==> src/rtl/mem_bus_if_if.sv <==
// Bundle of controller-side and memory-side signals around mem_bus_if.
// Latency: none (wires only).
// Backpressure: carried by mem_ready; busy lets the controller stall.
// Optional parity signals exist only when MEM_BUS_IF_PARITY_EN is defined.
interface mem_bus_if_if #(
  parameter int AW = 5,
  parameter int DW = 8
);
  // controller side
  logic          sel;
  logic          rd;
  logic          wr;
  logic          data_e;
  logic [AW-1:0] pc_addr;
  logic [AW-1:0] ir_addr;
  logic [DW-1:0] ac_data;
  logic [DW-1:0] rd_data;
  logic          rd_valid;
  logic          busy;
  logic          coll_err;
  // memory side
  logic [AW-1:0] mem_addr;
  logic          mem_rd_en;
  logic          mem_wr_en;
  logic [DW-1:0] mem_wdata;
  logic [DW-1:0] mem_rdata;
  logic          mem_ready;
`ifdef MEM_BUS_IF_PARITY_EN
  logic          mem_rpar;
  logic          par_err;
`endif

  // bus interface block view
  modport master (
    input  sel, rd, wr, data_e, pc_addr, ir_addr, ac_data, mem_rdata, mem_ready,
`ifdef MEM_BUS_IF_PARITY_EN
    input  mem_rpar,
    output par_err,
`endif
    output mem_addr, mem_rd_en, mem_wr_en, mem_wdata, rd_data, rd_valid, busy, coll_err
  );

  // controller + memory view
  modport slave (
    output sel, rd, wr, data_e, pc_addr, ir_addr, ac_data, mem_rdata, mem_ready,
`ifdef MEM_BUS_IF_PARITY_EN
    output mem_rpar,
    input  par_err,
`endif
    input  mem_addr, mem_rd_en, mem_wr_en, mem_wdata, rd_data, rd_valid, busy, coll_err
  );
endinterface

==> src/rtl/mem_bus_if.sv <==
// Turns controller rd/wr level strobes into single framed memory accesses.
// Latency: strobe after request edge; capture WAIT_CYCLES+1 edges later; rd_valid next cycle.
// Backpressure: mem_ready low at an eligible edge extends the access; edges while busy are dropped.
// Optional feature macro: MEM_BUS_IF_PARITY_EN (adds mem_rpar input, sticky par_err output).
module mem_bus_if #(
  parameter int AW          = 5,
  parameter int DW          = 8,
  parameter int WAIT_CYCLES = 1
) (
  input  logic           clk,
  input  logic           rst_n,
  mem_bus_if_if.master   bus
);

  localparam int CW = 4;

  typedef enum logic [1:0] {
    IDLE   = 2'd0,
    ACCESS = 2'd1,
    DONE   = 2'd2
  } state_t;

  state_t        state_q, state_d;
  logic          rd_q, wr_q;
  logic [CW-1:0] cnt_q, cnt_d;
  logic [AW-1:0] mem_addr_q, mem_addr_d;
  logic [DW-1:0] mem_wdata_q, mem_wdata_d;
  logic          mem_rd_en_q, mem_rd_en_d;
  logic          mem_wr_en_q, mem_wr_en_d;
  logic [DW-1:0] rd_data_q, rd_data_d;
  logic          rd_valid_q, rd_valid_d;
  logic          busy_q, busy_d;
  logic          coll_err_q, coll_err_d;
`ifdef MEM_BUS_IF_PARITY_EN
  logic          par_err_q, par_err_d;
`endif

  logic rd_rise, wr_rise;

  // Requests are rising edges only, so a held level never starts a second access.
  assign rd_rise = bus.rd & ~rd_q;
  assign wr_rise = bus.wr & ~wr_q;

  // Next-state and registered-output decode.
  always_comb begin
    state_d     = state_q;
    cnt_d       = cnt_q;
    mem_addr_d  = mem_addr_q;
    mem_wdata_d = mem_wdata_q;
    mem_rd_en_d = mem_rd_en_q;
    mem_wr_en_d = mem_wr_en_q;
    rd_data_d   = rd_data_q;
    rd_valid_d  = 1'b0;
    coll_err_d  = coll_err_q;
`ifdef MEM_BUS_IF_PARITY_EN
    par_err_d   = par_err_q;
`endif

    case (state_q)
      IDLE: begin
        if (rd_rise && wr_rise) begin
          coll_err_d = 1'b1;
        end
        if (wr_rise && bus.data_e) begin
          // write wins over a simultaneous read edge
          state_d     = ACCESS;
          mem_wr_en_d = 1'b1;
          mem_addr_d  = bus.sel ? bus.pc_addr : bus.ir_addr;
          mem_wdata_d = bus.ac_data;
          cnt_d       = CW'(WAIT_CYCLES);
        end else if (rd_rise) begin
          state_d     = ACCESS;
          mem_rd_en_d = 1'b1;
          mem_addr_d  = bus.sel ? bus.pc_addr : bus.ir_addr;
          cnt_d       = CW'(WAIT_CYCLES);
        end
      end

      ACCESS: begin
        if (cnt_q != '0) begin
          cnt_d = cnt_q - CW'(1);
        end else if (bus.mem_ready) begin
          if (mem_rd_en_q) begin
            rd_data_d  = bus.mem_rdata;
            rd_valid_d = 1'b1;
`ifdef MEM_BUS_IF_PARITY_EN
            if ((^bus.mem_rdata) != bus.mem_rpar) begin
              par_err_d = 1'b1;
            end
`endif
          end
          mem_rd_en_d = 1'b0;
          mem_wr_en_d = 1'b0;
          state_d     = DONE;
        end
      end

      DONE: begin
        state_d = IDLE;
      end

      default: begin
        state_d     = IDLE;
        mem_rd_en_d = 1'b0;
        mem_wr_en_d = 1'b0;
      end
    endcase

    busy_d = (state_d != IDLE);
  end

  // State, strobe history and all outputs; reset drops strobes immediately.
  always_ff @(posedge clk or negedge rst_n) begin
    if (!rst_n) begin
      state_q     <= IDLE;
      rd_q        <= 1'b0;
      wr_q        <= 1'b0;
      cnt_q       <= '0;
      mem_addr_q  <= '0;
      mem_wdata_q <= '0;
      mem_rd_en_q <= 1'b0;
      mem_wr_en_q <= 1'b0;
      rd_data_q   <= '0;
      rd_valid_q  <= 1'b0;
      busy_q      <= 1'b0;
      coll_err_q  <= 1'b0;
`ifdef MEM_BUS_IF_PARITY_EN
      par_err_q   <= 1'b0;
`endif
    end else begin
      state_q     <= state_d;
      rd_q        <= bus.rd;
      wr_q        <= bus.wr;
      cnt_q       <= cnt_d;
      mem_addr_q  <= mem_addr_d;
      mem_wdata_q <= mem_wdata_d;
      mem_rd_en_q <= mem_rd_en_d;
      mem_wr_en_q <= mem_wr_en_d;
      rd_data_q   <= rd_data_d;
      rd_valid_q  <= rd_valid_d;
      busy_q      <= busy_d;
      coll_err_q  <= coll_err_d;
`ifdef MEM_BUS_IF_PARITY_EN
      par_err_q   <= par_err_d;
`endif
    end
  end

  assign bus.mem_addr  = mem_addr_q;
  assign bus.mem_wdata = mem_wdata_q;
  assign bus.mem_rd_en = mem_rd_en_q;
  assign bus.mem_wr_en = mem_wr_en_q;
  assign bus.rd_data   = rd_data_q;
  assign bus.rd_valid  = rd_valid_q;
  assign bus.busy      = busy_q;
  assign bus.coll_err  = coll_err_q;
`ifdef MEM_BUS_IF_PARITY_EN
  assign bus.par_err   = par_err_q;
`endif

endmodule

==> src/flat_wrapper.sv <==
// flat-port wrapper written by rule: the top's interface ports become plain ports
module mem_bus_if_flat 
#(
  parameter int AW          = 5,
  parameter int DW          = 8,
  parameter int WAIT_CYCLES = 1
)
  (clk, rst_n, bus_sel, bus_rd, bus_wr, bus_data_e, bus_pc_addr, bus_ir_addr, bus_ac_data, bus_mem_rdata, bus_mem_ready, bus_mem_addr, bus_mem_rd_en, bus_mem_wr_en, bus_mem_wdata, bus_rd_data, bus_rd_valid, bus_busy, bus_coll_err);
  mem_bus_if_if #(.AW(AW), .DW(DW)) bus_i ();
  input  logic clk;
  input  logic rst_n;
  input wire logic [$bits(bus_i.sel)-1:0] bus_sel;
  input wire logic [$bits(bus_i.rd)-1:0] bus_rd;
  input wire logic [$bits(bus_i.wr)-1:0] bus_wr;
  input wire logic [$bits(bus_i.data_e)-1:0] bus_data_e;
  input wire logic [$bits(bus_i.pc_addr)-1:0] bus_pc_addr;
  input wire logic [$bits(bus_i.ir_addr)-1:0] bus_ir_addr;
  input wire logic [$bits(bus_i.ac_data)-1:0] bus_ac_data;
  input wire logic [$bits(bus_i.mem_rdata)-1:0] bus_mem_rdata;
  input wire logic [$bits(bus_i.mem_ready)-1:0] bus_mem_ready;
  output wire logic [$bits(bus_i.mem_addr)-1:0] bus_mem_addr;
  output wire logic [$bits(bus_i.mem_rd_en)-1:0] bus_mem_rd_en;
  output wire logic [$bits(bus_i.mem_wr_en)-1:0] bus_mem_wr_en;
  output wire logic [$bits(bus_i.mem_wdata)-1:0] bus_mem_wdata;
  output wire logic [$bits(bus_i.rd_data)-1:0] bus_rd_data;
  output wire logic [$bits(bus_i.rd_valid)-1:0] bus_rd_valid;
  output wire logic [$bits(bus_i.busy)-1:0] bus_busy;
  output wire logic [$bits(bus_i.coll_err)-1:0] bus_coll_err;
  assign bus_i.sel = bus_sel;
  assign bus_i.rd = bus_rd;
  assign bus_i.wr = bus_wr;
  assign bus_i.data_e = bus_data_e;
  assign bus_i.pc_addr = bus_pc_addr;
  assign bus_i.ir_addr = bus_ir_addr;
  assign bus_i.ac_data = bus_ac_data;
  assign bus_i.mem_rdata = bus_mem_rdata;
  assign bus_i.mem_ready = bus_mem_ready;
  assign bus_mem_addr = bus_i.mem_addr;
  assign bus_mem_rd_en = bus_i.mem_rd_en;
  assign bus_mem_wr_en = bus_i.mem_wr_en;
  assign bus_mem_wdata = bus_i.mem_wdata;
  assign bus_rd_data = bus_i.rd_data;
  assign bus_rd_valid = bus_i.rd_valid;
  assign bus_busy = bus_i.busy;
  assign bus_coll_err = bus_i.coll_err;
  mem_bus_if #(.AW(AW), .DW(DW), .WAIT_CYCLES(WAIT_CYCLES)) u_core (.clk(clk), .rst_n(rst_n), .bus(bus_i));
endmodule
==> config.mk <==
export PLATFORM = sky130hd
export DESIGN_NAME = mem_bus_if_flat
export DESIGN_NICKNAME = d
export VERILOG_FILES = /design/src/rtl/mem_bus_if_if.sv /design/src/rtl/mem_bus_if.sv /design/src/flat_wrapper.sv
export SDC_FILE = /design/constraint.sdc
export NUM_CORES = 1
export LEC_CHECK = 0
export ABC_CLOCK_PERIOD_IN_PS = 2370
export CAP_MARGIN = 20
export CORE_MARGIN = 1.5
export CORE_UTILIZATION = 46
export DETAILED_ROUTE_END_ITERATION = 10
export HOLD_SLACK_MARGIN = 0.03
export PLACE_DENSITY_LB_ADDON = 0.3
export SKIP_LAST_GASP = 1
export SLEW_MARGIN = 20
export SYNTH_ARGS = -nofsm -noshare
export SYNTH_HDL_FRONTEND = slang
export SYNTH_SLANG_ARGS = --single-unit
==> constraint.sdc <==
create_clock -name clk -period 2.37 [get_ports clk]
set_clock_uncertainty 0.05 [all_clocks]
set_input_delay 0.474 -clock clk [delete_from_list [all_inputs] [get_ports clk]]
set_output_delay 0.474 -clock clk [all_outputs]
set_load 0.01 [all_outputs]
==> results of run 1 <==
==> state kept, by name, indices dropped and copies added, names as in the netlist <==
signal and cells:
u_core.bus.busy 1, u_core.bus.coll_err 1, u_core.bus.mem_addr 5, u_core.bus.mem_rd_en 1, u_core.bus.mem_wdata 8, u_core.bus.mem_wr_en 1, u_core.bus.rd_data 8, u_core.bus.rd_valid 1
u_core.cnt_q 4, u_core.rd_q 1, u_core.state_q 2, u_core.wr_q 1
==> logic make-up after synthesis <==
| logic type | synth area share |
|---|---|
| fa+ha+maj | 0.0165 |
| compound gates | 0.0643 |
| mux | 0.232 |
| buf+inv | 0.0453 |
| simple gates | 0.0816 |
| flops | 0.560 |
==> cell type report <==
type / instances / area (um2)
fill: 247 / 940
sequential: 34 / 851
multi-input combinational: 58 / 599
timing repair buffer: 59 / 588
tap: 44 / 55.1
clock buffer: 5 / 37.5
inverter: 6 / 22.5
clock inverter: 2 / 10.0
==> cell usage in the layout, fill, tap and decap left out, drive strengths merged, types with 2 or more instances in the layout <==
| cell type | instances |
|---|---|
| a21oi | 3 |
| a31oi | 5 |
| and3 | 2 |
| clkbuf | 5 |
| clkdlybuf4s50 | 58 |
| clkinv | 2 |
| dfrtp | 34 |
| ha | 2 |
| inv | 6 |
| mux2 | 26 |
| nand2 | 2 |
| nand2b | 3 |
| o21ai | 2 |
==> per-layer routing <==
layer  up-vias  GRT usage  part of all wire
met5         -          0                 0
met4         0     0.0745             0.017
met3         7     0.0789             0.087
met2        41      0.329              0.49
met1       505      0.234              0.40
li1        486          -                 -
==> worst max-delay path: cells and delay by family <==
kind / cells / cell delay, ns
buffers and inverters: 1 / 0.54
multiplexers: 1 / 0.38
AND/OR/NAND/NOR: 2 / 0.65
==> worst max path at each step <==
| stage | startpoint | to | slack [ns] |
|---|---|---|---|
| final | bus_wr | u_core.bus.mem_wdata[2] | 0.48 |
| after global routing | bus_wr | u_core.bus.mem_wdata[2] | 0.42 |
| after CTS | bus_wr | u_core.bus.mem_wdata[2] | 0.50 |
| after detailed placement | bus_wr | u_core.bus.mem_wdata[2] | 0.13 |
| after global placement | bus_wr | u_core.bus.mem_wdata[7] | 0.19 |
| after floorplan | u_core.cnt_q[0] | u_core.bus.rd_data[0] | 0.75 |
==> power by group through the flow <==
| stage | Sequential [mW] | Combinational [mW] | Clock, mW |
|---|---|---|---|
| 2_1_floorplan | 1.09 | 0.523 | 0 |
| 3_3_place_gp | 0.996 | 1.13 | 0 |
| 3_5_place_dp | 1.02 | 1.17 | 0 |
| 4_1_cts | 1.01 | 1.18 | 0.302 |
| 5_1_grt | 1.04 | 1.27 | 0.327 |
| 6_report | 1.01 | 1.17 | 0.287 |
==> per-stage QoR <==
stage	instances	setup WS [ns]	instance area (um2)	hold WS, ns
CTS	208	0.499	2160	0.448
global placement	201	0.192	2120	0.415
floorplan	103	0.753	1520	0.128
global route	208	0.420	2160	0.480
detailed placement	201	0.129	2120	0.426
finish	208	0.483	2160	0.441
==> key figures, run 1 <==
Clock tree
  • Clock transition at the register clock pins on the worst setup and hold paths after CTS: 0.10 ns
  • Total number of clock tree sinks: 34
  • Number of buffers inserted during clock tree synthesis: 5
  • CTS Root Cell: clkbuf_4
  • TritonCTS clock tree: done
  • Clock tree buffer depth: 2
  • Htree depth: 2
  • Latest clock arrival within the worst-skew pair: 0.33 ns
  • Count of hold-fix buffers inserted at cts: 0
  • Post-cts resize count: 0
  • Post-CTS Repair Setup Buffers: 0

Power and ir drop
  • Overall Power: 2.46 mW
  • Total internal power: between 1.5 and 2 mW
  • Part of the total power dissipated in sequential elements: 0.409
  • Clock network fraction of design power: 0.117
  • Maximum vdd drop: 0.000654 V
  • Switching share of power: 0.312
  • Power per standard cell area: 1140 nW/um2
  • P_sw: around 0.77 mW
  • Proportion of power drawn by combinational gates: 0.474
  • Leakage: 0.970 nW

Worst hold path
  • Worst hold-check path type: reg2reg
  • Min-Delay Path Depth: 1
  • Hold Startpoint: u_core.bus.coll_err
  • WHS Endpoint: u_core.bus.coll_err

Layout
  • Fraction of final layout cells with drive strength greater than 1: 0.238
  • Antenna diodes: 0
  • Synth-to-Final Area Change: 42.4%
  • Number of nets in the final layout: 199
  • Post-route core utilization: 0.697

Logic synthesis
  • Cell type with the highest aggregate area in the netlist: dfrtp_1
  • Proportion of synthesized flip-flops having asynchronous set or reset: 1.00
  • Commonest cells in the netlist: 34 x dfrtp_1, 16 x mux2_4, 10 x mux2_2
  • Area share of the leading cell type in the synthesized netlist: 0.560
  • Mapped Area: between 1500 and 2000 um2
  • Flops & latches, synth: 34
  • Number of nets in the synthesized netlist: 138
  • Number of distinct standard cells referenced by the synthesized netlist: 29
  • Cell types occupying the most area after synthesis: dfrtp_1 56%, mux2_4 16%, mux2_2 7.4%
  • Sequential cell area fraction in the yosys report: 0.560
  • Most used flip-flop cell after synthesis: dfrtp_1
  • Count of warnings emitted by yosys: 0
  • Most frequent cell after synthesis: dfrtp_1
  • Post-synth EDFFs: 0
  • Post-Synthesis Cells: 103
  • Post-synthesis area per instance: 14.7 um2

STA
  • Time the worst path needs with I/O delays and setup: 1.89 ns
  • Worst slew margin: 0.662
  • Number of max-slew violations in the final report: 0
  • Final number of setup-violating endpoints: 0
  • Transition at the pin with the smallest max-transition slack: 0.507 ns
  • Fin crit share: 0.796
  • Max Freq: 530 MHz
  • RSZ-0062 raised after global routing: false
  • Setup TNS: 0 ns
  • Final hold violations: 0

Floorplanning
  • Rows: 20
  • Total I/O pin count: 59
  • Initial Util: 0.490
  • Height of the chip: 60.5 um
  • Die Footprint: 3660 um2
  • Floorplan core area: 3100 um2
  • Die Width: about 60 um

Worst setup path
  • List of cells traversed by the critical path: clkdlybuf4s50_1, nand3b_4, or3_1, mux2_4
  • R2r worst-path depth: 5
  • Data required, critical path: 2.54 ns
  • Critical Path End Type: register
  • Register-to-register setup slack: 0.62 ns
  • Endpoint of the most critical register-to-register path: u_core.bus.rd_data[0]
  • Launching point of the worst reg2reg path: u_core.cnt_q[0]
  • Crit-path max FO: 9
  • Startpoint kind of the worst setup timing path: input pin
  • Crit Path Class: in2reg
  • Arrival time of the worst setup path: 2.06 ns
  • Stage delay of the slowest cell on the critical path: 0.55 ns
  • Worst path slowest cell: or3_1

Global route
  • GR Util All Layers: 0.198
  • Number of antenna violations at the first check in global routing: 0
  • First-pass GRT wire length: 5.15 mm
  • Remaining Overflow, GRT: 0
  • Number of global-route vias before repair: 1105
  • Maximum number of pins on one net before global-route repair: 35

Drt
  • Detail-routed net length per standard cell: roughly 15 um
  • DRC Markers: 0
  • Routed via count: roughly 1000
  • Residual antenna-violating net count after detailed routing: 0
  • 1st-iter DRT viols: 26
  • Number of iterations in the first detailed-routing pass: 4
  • Via/cell ratio: around 5.0
  • Total wirelength of the detailed-routed design: approximately 3.1 mm

Job
  • Count of max-cap constraint violations: 0

Placement
  • DPL Wire Length: ~2.3 mm
  • Port Buffers: between 50 and 60
  • Routability congestion estimate from global placement: approximately 0.71

Outcome
  • Result of the run: completed
Note: power is estimated with default switching activity, not from simulation.
==> run 2, diff against run 1 <==
ABC_CLOCK_PERIOD_IN_PS = 1900   (was 2370)
CORE_UTILIZATION = 43   (was 46)
clock period = 1.9 ns   (was 2.37 ns; I/O delays follow)
==> run 2 against run 1 <==
Effect of this change: total power increased by 26%; critical path type is now reg2reg; largest cell class unchanged; sequential power increased by 24%; critical path depth increased by 1.
==> key figures, run 2 (synthesis gave the netlist of run 1 again) <==
STA
  • Post-Route Hold Slack: slightly above 0.4 ns
  • Setup TNS: 0 ns
  • Transition at the pin with the smallest max-transition slack: slightly above 0.4 ns
  • Final hold violations: 0
  • Max Freq: around 580 MHz
  • Final number of setup-violating endpoints: 0
  • Setup ws final: 0.169 ns
  • Fin crit share: 0.911
  • RSZ-0062 raised after global routing: false
  • Number of max-slew violations in the final report: 0
  • Worst slew margin: 0.721
  • Time the worst path needs with I/O delays and setup: between 1.5 and 2 ns

Layout
  • Most common cell after layout, fill and taps aside: clkdlybuf4s50_1
  • Antenna diodes: 0
  • Number of nets in the final layout: 203
  • Fillcell total: 268
  • Post-route core utilization: 0.654
  • Cell area after layout: 2200 um2
  • Area of the multi-input gates: roughly 600 um2
  • Most frequent cells in the layout: 58 x clkdlybuf4s50_1, 34 x dfrtp_1, 16 x mux2_4
  • Fraction of final layout cells with drive strength greater than 1: 0.251
  • Register area: about 850 um2
  • Final cell count without fillers: roughly 210
  • Synth-to-Final Area Change: 44.8%

Worst setup path
  • List of cells traversed by the critical path: inv_1, ha_1, and4bb_4, and3_4, mux2_4
  • Critical path destination: u_core.bus.rd_data[0]
  • Launching point of the worst reg2reg path: u_core.cnt_q[0]
  • Buf+Inv Stages, Crit Path: 1
  • Register-to-register setup slack: 0.17 ns
  • Endpoint of the most critical register-to-register path: u_core.bus.rd_data[0]
  • Crit-path max FO: 9
  • Arrival time of the worst setup path: 1.89 ns
  • Beginning of the critical path: u_core.cnt_q[0]
  • Path length in cells of the critical path: 5
  • R2r worst-path depth: 5
  • Data required, critical path: 2.06 ns
  • Startpoint kind of the worst setup timing path: register
  • Worst path slowest cell: dfrtp_1
  • Crit Path Class: reg2reg
  • Stage delay of the slowest cell on the critical path: roughly 0.4 ns
  • Critical Path End Type: register
  • CP delay by family, top: simple AND/OR/NAND/NOR gates

Clock tree
  • Htree depth: 2
  • Post-CTS Repair Setup Buffers: 0
  • Clock transition at the register clock pins on the worst setup and hold paths after CTS: 0.09 ns
  • Number of buffers inserted during clock tree synthesis: 5
  • Post-cts resize count: 0
  • Count of hold-fix buffers inserted at cts: 0
  • Clock tree buffer depth: 2
  • Latest clock arrival within the worst-skew pair: 0.32 ns
  • TritonCTS clock tree: done
  • CTS Root Cell: clkbuf_4
  • Total number of clock tree sinks: 34

Global route
  • GR Util All Layers: 0.170
  • Maximum number of pins on one net before global-route repair: 35
  • First-pass GRT wire length: 5.07 mm
  • Number of global-route vias before repair: between 1000 and 1500
  • Remaining Overflow, GRT: 0
  • Number of antenna violations at the first check in global routing: 0

Floorplanning
  • Floorplan core area: approximately 3400 um2
  • Die Footprint: 3900 um2
  • Total I/O pin count: 59
  • Rows: 21
  • Initial Util: 0.452
  • Height of the chip: 62.4 um
  • Die Width: between 60 and 70 um

Drt
  • Number of iterations in the first detailed-routing pass: 3
  • Total wirelength of the detailed-routed design: roughly 3.0 mm
  • Routed via count: roughly 1000
  • Via/cell ratio: 4.92
  • Detail-routed net length per standard cell: 13.9 um
  • Residual antenna-violating net count after detailed routing: 0
  • 1st-iter DRT viols: 36
  • DRC Markers: 0

Outcome
  • Result of the run: completed

Power and ir drop
  • Overall Power: 3.10 mW
  • Total internal power: ~2.2 mW
  • Part of the total power dissipated in sequential elements: 0.404
  • Proportion of power drawn by combinational gates: 0.476
  • Switching share of power: 0.301
  • Leakage: 0.987 nW
  • Power per standard cell area: 1410 nW/um2
  • P_sw: 0.932 mW
  • Clock network fraction of design power: 0.120
  • Maximum vdd drop: 0.000703 V

Job
  • Count of max-cap constraint violations: 0

Placement
  • Routability congestion estimate from global placement: 0.801
  • Dpl ws: -0.124 ns
  • DPL Wire Length: 2.29 mm
  • Post-DP Area: 2150 um2
  • Number of placed instances, taps included: 207
  • Port Buffers: 58

Worst hold path
  • Worst hold-check path type: in2async
==> run 2: changes by cell type in the layout (fill, tap and decap cells not counted) <==
cell,delta
buf_4,+4
clkinv_2,-2
clkbuf_8,+1
==> run 2: worst register-to-register path, stage by stage (launching register included) <==
cell      delay (ns)
dfrtp_1         0.41
inv_1           0.10
ha_1            0.17
and4bb_4        0.27
and3_4          0.31
mux2_4          0.32
==> run 2: power by group through the flow <==
stage          Sequential, mW  Clock, mW  Combinational [mW]
6_report                 1.25      0.373                1.48
5_1_grt                  1.30      0.422                1.59
4_1_cts                  1.25      0.389                1.50
3_5_place_dp             1.27          0                1.49
3_3_place_gp             1.24          0                1.45
2_1_floorplan            1.36          0               0.652
==> run 2: final cells by class <==
| class | instances | share of cell area |
|---|---|---|
| flip-flops and latches | 34 | 0.387 |
| repair buffers | 63 | 0.281 |
| multi-input cells | 58 | 0.272 |
| well taps | 46 | 0.0262 |
| clock buffers | 6 | 0.0233 |
| inverters | 6 | 0.0102 |
==> run 2: how the worst min path moves through the flow <==
stage / cells after the start / to / slack (ns)
floorplan: 0 / u_core.bus.busy / 0.03
global placement: 1 / u_core.bus.coll_err / 0.40
detailed placement: 1 / u_core.bus.coll_err / 0.41
CTS: 2 / u_core.bus.rd_data[4] / 0.41
global route: 1 / u_core.bus.coll_err / 0.45
finish: 2 / u_core.bus.rd_data[4] / 0.41
==> run 2: layer usage <==
layer | global-route usage | vias up | part of all wire
li1 | - | 491 | -
met1 | 0.205 | 521 | 0.42
met2 | 0.281 | 32 | 0.52
met3 | 0.0631 | 4 | 0.058
met4 | 0.0583 | 0 | 0.0088
met5 | 0 | - | 0
